## src/rtl/addr_dec_pkg.sv

```systemverilog
// Shared types and constants for the wait-state address decoder.
// Used by addr_decoder_ws; macro ADDR_DEC_ERR_EN is handled in the top.
package addr_dec_pkg;

    localparam int WS_W = 4;

    typedef enum logic [1:0] {
        S_IDLE = 2'd0,
        S_WAIT = 2'd1,
        S_DONE = 2'd2
    } state_e;

    localparam state_e STATE_RST = S_IDLE;

endpackage

```

## src/rtl/addr_range_match.sv

```systemverilog
// Combinational inclusive bounds compare: hit when base <= addr <= limit (unsigned).
module addr_range_match #(
    parameter int ADDR_W = 32
) (
    input  logic [ADDR_W-1:0] addr,
    input  logic [ADDR_W-1:0] base,
    input  logic [ADDR_W-1:0] limit,
    output logic              hit
);

    assign hit = (addr >= base) && (addr <= limit);

endmodule

```

## src/rtl/addr_decoder_ws.sv

```systemverilog
// Address decoder with per-region wait states and a registered chip-select.
// Define ADDR_DEC_ERR_EN to flag unmapped accesses with err instead of routing them to ext_cs.
module addr_decoder_ws
    import addr_dec_pkg::*;
#(
    parameter int                     ADDR_W = 32,
    parameter int                     NREG   = 2,
    parameter logic [NREG*ADDR_W-1:0] BASE   = {32'h0000_2000, 32'h0000_1730},
    parameter logic [NREG*ADDR_W-1:0] LIMIT  = {32'h0000_23FF, 32'h0000_1B2F},
    parameter logic [NREG*WS_W-1:0]   WS     = {4'd2, 4'd0},
    parameter logic [WS_W-1:0]        EXT_WS = 4'd3
) (
    input  logic              clk,
    input  logic              rst,
    input  logic              req,
    input  logic [ADDR_W-1:0] addr,
    output logic [NREG-1:0]   cs,
    output logic              ext_cs,
    output logic              busy,
    output logic              ready,
    output logic              err
);

    localparam logic [WS_W-1:0] WS_ONE = 1;

    state_e          state, state_nx;
    logic [WS_W-1:0] cnt;
    logic [NREG-1:0] hit;
    logic [NREG-1:0] dec_cs;
    logic [WS_W-1:0] dec_ws;
    logic            dec_ext;
    logic            dec_err;
    logic            any_hit;
    logic [NREG-1:0] cs_r;
    logic            ext_r;
    logic            err_r;

    for (genvar g = 0; g < NREG; g++) begin : g_rng
        addr_range_match #(
            .ADDR_W(ADDR_W)
        ) u_match (
            .addr (addr),
            .base (BASE[g*ADDR_W +: ADDR_W]),
            .limit(LIMIT[g*ADDR_W +: ADDR_W]),
            .hit  (hit[g])
        );
    end

    // Scan from the highest index down so the lowest matching region wins.
    always_comb begin
        dec_cs  = '0;
        dec_ws  = '0;
        any_hit = 1'b0;
        for (int i = NREG - 1; i >= 0; i--) begin
            if (hit[i]) begin
                dec_cs    = '0;
                dec_cs[i] = 1'b1;
                dec_ws    = WS[i*WS_W +: WS_W];
                any_hit   = 1'b1;
            end
        end
`ifdef ADDR_DEC_ERR_EN
        dec_ext = 1'b0;
        dec_err = !any_hit;
`else
        dec_ext = !any_hit;
        dec_err = 1'b0;
        if (!any_hit) begin
            dec_ws = EXT_WS;
        end
`endif
    end

    always_ff @(posedge clk) begin
        if (rst) begin
            state <= STATE_RST;
        end else begin
            state <= state_nx;
        end
    end

    always_comb begin
        state_nx = state;
        case (state)
            S_IDLE: if (req) state_nx = (dec_ws == '0) ? S_DONE : S_WAIT;
            S_WAIT: if (cnt == WS_ONE) state_nx = S_DONE;
            S_DONE: state_nx = S_IDLE;
            default: state_nx = S_IDLE;
        endcase
    end

    // Selects are latched on accept and dropped on the edge leaving DONE.
    always_ff @(posedge clk) begin
        if (rst) begin
            cnt   <= '0;
            cs_r  <= '0;
            ext_r <= 1'b0;
            err_r <= 1'b0;
        end else begin
            case (state)
                S_IDLE: begin
                    if (req) begin
                        cnt   <= dec_ws;
                        cs_r  <= dec_cs;
                        ext_r <= dec_ext;
                        err_r <= dec_err;
                    end
                end
                S_WAIT: cnt <= cnt - WS_ONE;
                default: begin
                    cnt   <= '0;
                    cs_r  <= '0;
                    ext_r <= 1'b0;
                    err_r <= 1'b0;
                end
            endcase
        end
    end

    assign cs     = cs_r;
    assign ext_cs = ext_r;
    assign busy   = (state != S_IDLE);
    assign ready  = (state == S_DONE);

`ifdef ADDR_DEC_ERR_EN
    assign err = err_r & ready;
`else
    assign err = 1'b0 & err_r;
`endif

endmodule

```

## config.mk

```make
export PLATFORM = sky130hd
export DESIGN_NAME = addr_decoder_ws
export DESIGN_NICKNAME = d
export VERILOG_FILES = /design/src/rtl/addr_dec_pkg.sv /design/src/rtl/addr_range_match.sv /design/src/rtl/addr_decoder_ws.sv
export SDC_FILE = /design/constraint.sdc
export NUM_CORES = 1
export LEC_CHECK = 0
export ABC_AREA = 1
export CAP_MARGIN = 30
export CORE_MARGIN = 5
export CORE_UTILIZATION = 38
export DETAILED_ROUTE_END_ITERATION = 10
export PLACE_DENSITY = 0.82
export SKIP_LAST_GASP = 1
export SLEW_MARGIN = 20
export SYNTH_ARGS = -nofsm -noshare
export SYNTH_HDL_FRONTEND = slang
export SYNTH_SLANG_ARGS = --single-unit
```

## constraint.sdc

```tcl
create_clock -name clk -period 3.08 [get_ports clk]
set_input_delay 0.77 -clock clk [delete_from_list [all_inputs] [get_ports clk]]
set_output_delay 0.77 -clock clk [all_outputs]
set_load 0.1 [all_outputs]
```

Word-level counts from Yosys, hierarchy flattened
Index checks and enable logic that the tools add are counted.

Flip-flop bits (word level): 9. Bits in latches: 0. Memory bits (writable): 0. ROM bits: 0. Bits of input ports: 35. Output and inout bits: 6. Word-level logic and storage cells: 40. Memories kept: 0.

Add/sub/neg operators: 1. Multipliers: 0. Div/mod/pow operators: 0. Order comparisons: 4. Equality and inequality tests: 5. Shift-type cells: 0. Muxes and demuxes: 17. Bitwise gates (word level): 1. Reduce and logical (&&, ||, !) cells: 8.

Operators with widths (count): $ge A32 B13 Y1 const B (1); $ge A32 B14 Y1 const B (1); $le A32 B13 Y1 const B (1); $le A32 B14 Y1 const B (1); $mux W2 (7); $mux W4 (3); $pmux W2 S2 (2); $pmux W4 S2 (1); $eq A4 B1 Y1 const B (1); $logic_not A4 Y1 (1); $ne A2 B2 Y1 const B (2); $reduce_and A2 Y1 (2); $sub A4 B1 Y4 const B (1); $mux W1 (3); $eq A2 B1 Y1 const B (1); $eq A2 B2 Y1 const B (1); $logic_and A1 B1 Y1 (2); $logic_not A2 Y1 (1); $pmux W1 S2 (1); $reduce_bool A2 Y1 (1); $logic_not A1 Y1 (1); $not A1 Y1 (1).

Logic depth before layout (Yosys ltp)
Depth in word-level cells: 9. Mapped depth: 8. Depth with buffers taken out: 8.

Modules after synthesis
Synthesis repeated with hierarchy kept, for this count alone.

Cells, all modules: 626. Area total of the unflattened synthesis: 3892.5 µm².

Modules (own cells, without submodules): addr_range_match (g_rng[0].u_match) (times used 1, cells an instance 274, area an instance 1704.1 µm², sequential area each 0.0 µm²); addr_range_match (g_rng[1].u_match) (times used 1, cells an instance 278, area an instance 1692.9 µm², sequential area each 0.0 µm²); addr_decoder_ws (times used 1, cells an instance 74, area an instance 495.5 µm², sequential area each 180.2 µm²).

Least setup slack after synthesis
Ideal clock, no wire load.

Path type: flip-flop to output port. Start: register state[1]. End: output port ready. Arrival time: 1.692 ns. Data required time: 2.310 ns. Setup slack: 0.618 ns. Stages on the path, launching flop included: 3. Path buffers: 0. Cells stage by stage: dfxtp_1 -> inv_1 -> nor2_1.

Word-level cells in the longest chain between the ends: 1.

RTL lines: from (decl) (line addr_decoder_ws.sv:26) `state_e state, state_nx;`; from (signal assigned) (line addr_decoder_ws.sv:78) `state <= state_nx;`; $eq A2 B2 Y1 (line addr_decoder_ws.sv:123) `assign ready = (state == S_DONE);`; to (decl) (line addr_decoder_ws.sv:20) `output logic ready,`.

Every way passes these cells.

Worst setup path after layout
Same ends and word-level chain as after synthesis.

==> metrics.txt <==
met1 Usage GRT 15.3%; IR drop worst, VDD 0.251 mV; Initial Utilization 41.1%; first-pass GRT wire length 2.62 mm; Inst Count DP 147; CTS tree yes; clk slew on worst S/H paths 0.06 ns; period utilisation layout 61.2%; routed vias 708; Synth top area share 28.5%; WS Path Type flip-flop to output port; post-synthesis sequential area ratio 28.5%; Tot Pwr 383 µW; Post-CTS Hold Buffers 0; commonest non-fill, non-tap cell in the layout clkdlybuf4s50_1; Hold Fails Final Rpt 0; vias in the first global route 614; Post-synth EDFFs 0; fmax 530 MHz; Syn Inst Count 98; initial detailed-routing violation count 5; vias per inst 4.69; WP data required 2.31 ns; clk buf depth 2; max cap viols 0; Synth cell types 25; ANT nets after route 0; hpwl dp 1.42 mm; M3 GR Usage 4.65%; Post-route DRC 0; main flop type after synthesis dfxtp_1; Buffers on Ports 35; DR pass1 iterations 4; IO Pins 41; DIE HEIGHT 50.8 µm; gr usage total 13.2%; syn nets 135; Post-Layout Cell Count 151; clk sinks 9; DR WL/cell 11.0 µm; Setup Total Neg Slack 0 ns; Clock Skew 0.000933 ns; CTS resizes 0; area leader, netlist dfxtp_1; Crit. End Element output port; Post-Route Utilization 64.8%; full die area 2580 µm²; initial antenna violation count 0; min-delay worst type flip-flop to flip-flop; RSZ-0062 raised after global routing false; global placement routability congestion 0.801; # rows 14; Leak Pwr 0.000441 µW; Mean Syn Cell Area 6.46 µm²; met2 Usage GRT 21.9%; Critical Path Start Type flip-flop; Crit path arrival time 1.12 ns; Setup-failing EPs final 0; most frequent cells in the layout clkdlybuf4s50_1, nor2_1, nand2_1; min cycle time layout 1.89 ns; final-stage net count 173; layout cells sized above 1 11.9%; busiest grt layer met2; die width 50.8 µm; largest net degree at the start of global routing 9; clock latency on the worst-skew pair 0.27 ns; Slew Limit Fails 0; Mapped Area 633 µm²; area delta synth->final 57.7%; PwrDens 383 nW/µm²; core footprint 1540 µm²; YS warnings 0; H-tree depth 1; crit path max fanout 4; outcome finished clean; root buffer cell clkbuf_4; Seq cells post-synth 9; synth top area cells dfxtp_1, nor2_1, nand2_1, inv_1, nand3_1; ys async rst share 0%; remaining global-route overflow 0; number of buffers created by CTS 3; ant diodes 0; final WL 1.66 mm; setup bufs post-CTS 0
-- path summary, 6_finish.rpt --
check	startpoint	cells after the start	slack [ns]	to
max	state[1]	3	1.19	ready
min	cs[0]	2	0.50	cs[0]
max reg2reg	state[0]	7	1.75	ext_cs
min reg2reg	cs[0]	2	0.50	cs[0]
-- Yosys cell counts, types with 2 or more instances --
master	instances
o21ai_1	2
dfxtp_1	9
inv_1	13
nand2_1	16
nand4_1	3
nand3_1	8
nor2_1	18
o21ai_0	6
a21oi_1	6
ha_1	2
-- where the power goes --
part           internal (µW)  switching [µW]  total [µW]
clock                   50.1            44.1        94.2
combinational           63.7            91.1         155
sequential               126            7.77         134
-- cell families after synthesis --
family / after synthesis / share of synthesized area, %
AO/OA/AOI/OAI: 16 / 14.0
adder cells (fa/ha/maj): 2 / 3.95
buffers and inverters: 17 / 12.3
flip-flops: 9 / 28.5
other: 1 / 0.592
AND/OR/NAND/NOR: 53 / 40.7
-- metrics by stage --
| step | worst slack [ns] | hold WS, ns | cell area, µm² |
|---|---|---|---|
| after floorplan | 0.618 | 0.467 | 633 |
| after global placement | 0.987 | 0.485 | 972 |
| after detailed placement | 0.995 | 0.485 | 972 |
| after CTS | 1.18 | 0.500 | 998 |
| after global routing | 1.12 | 0.533 | 998 |
| final | 1.19 | 0.500 | 998 |
-- worst max-delay path, stage by stage (launching register included) --
cell and delay [ns]:
dfxtp_1 0.37, inv_1 0.10, nor2_1 0.09, buf_4 0.29
-- per-layer routing --
metal,share of wire (%),up-vias
met3,3.5,5
li1,-,386
met5,0,-
met2,53,10
met1,42,307
met4,1.7,0
-- registers in the layout (all words and copies together) (netlist names) --
name    cells
ext_cs      1
cs          2
state       2
cnt         4
-- cell type report --
type	count	area [µm²]
Clock buffer	4	26.3
Fill cell	156	543
Inverter	15	58.8
Multi-Input combinational cell	72	375
Sequential cell	9	180
Tap cell	16	20.0
Timing Repair Buffer	35	338
Power figures use the tool's default switching activity.
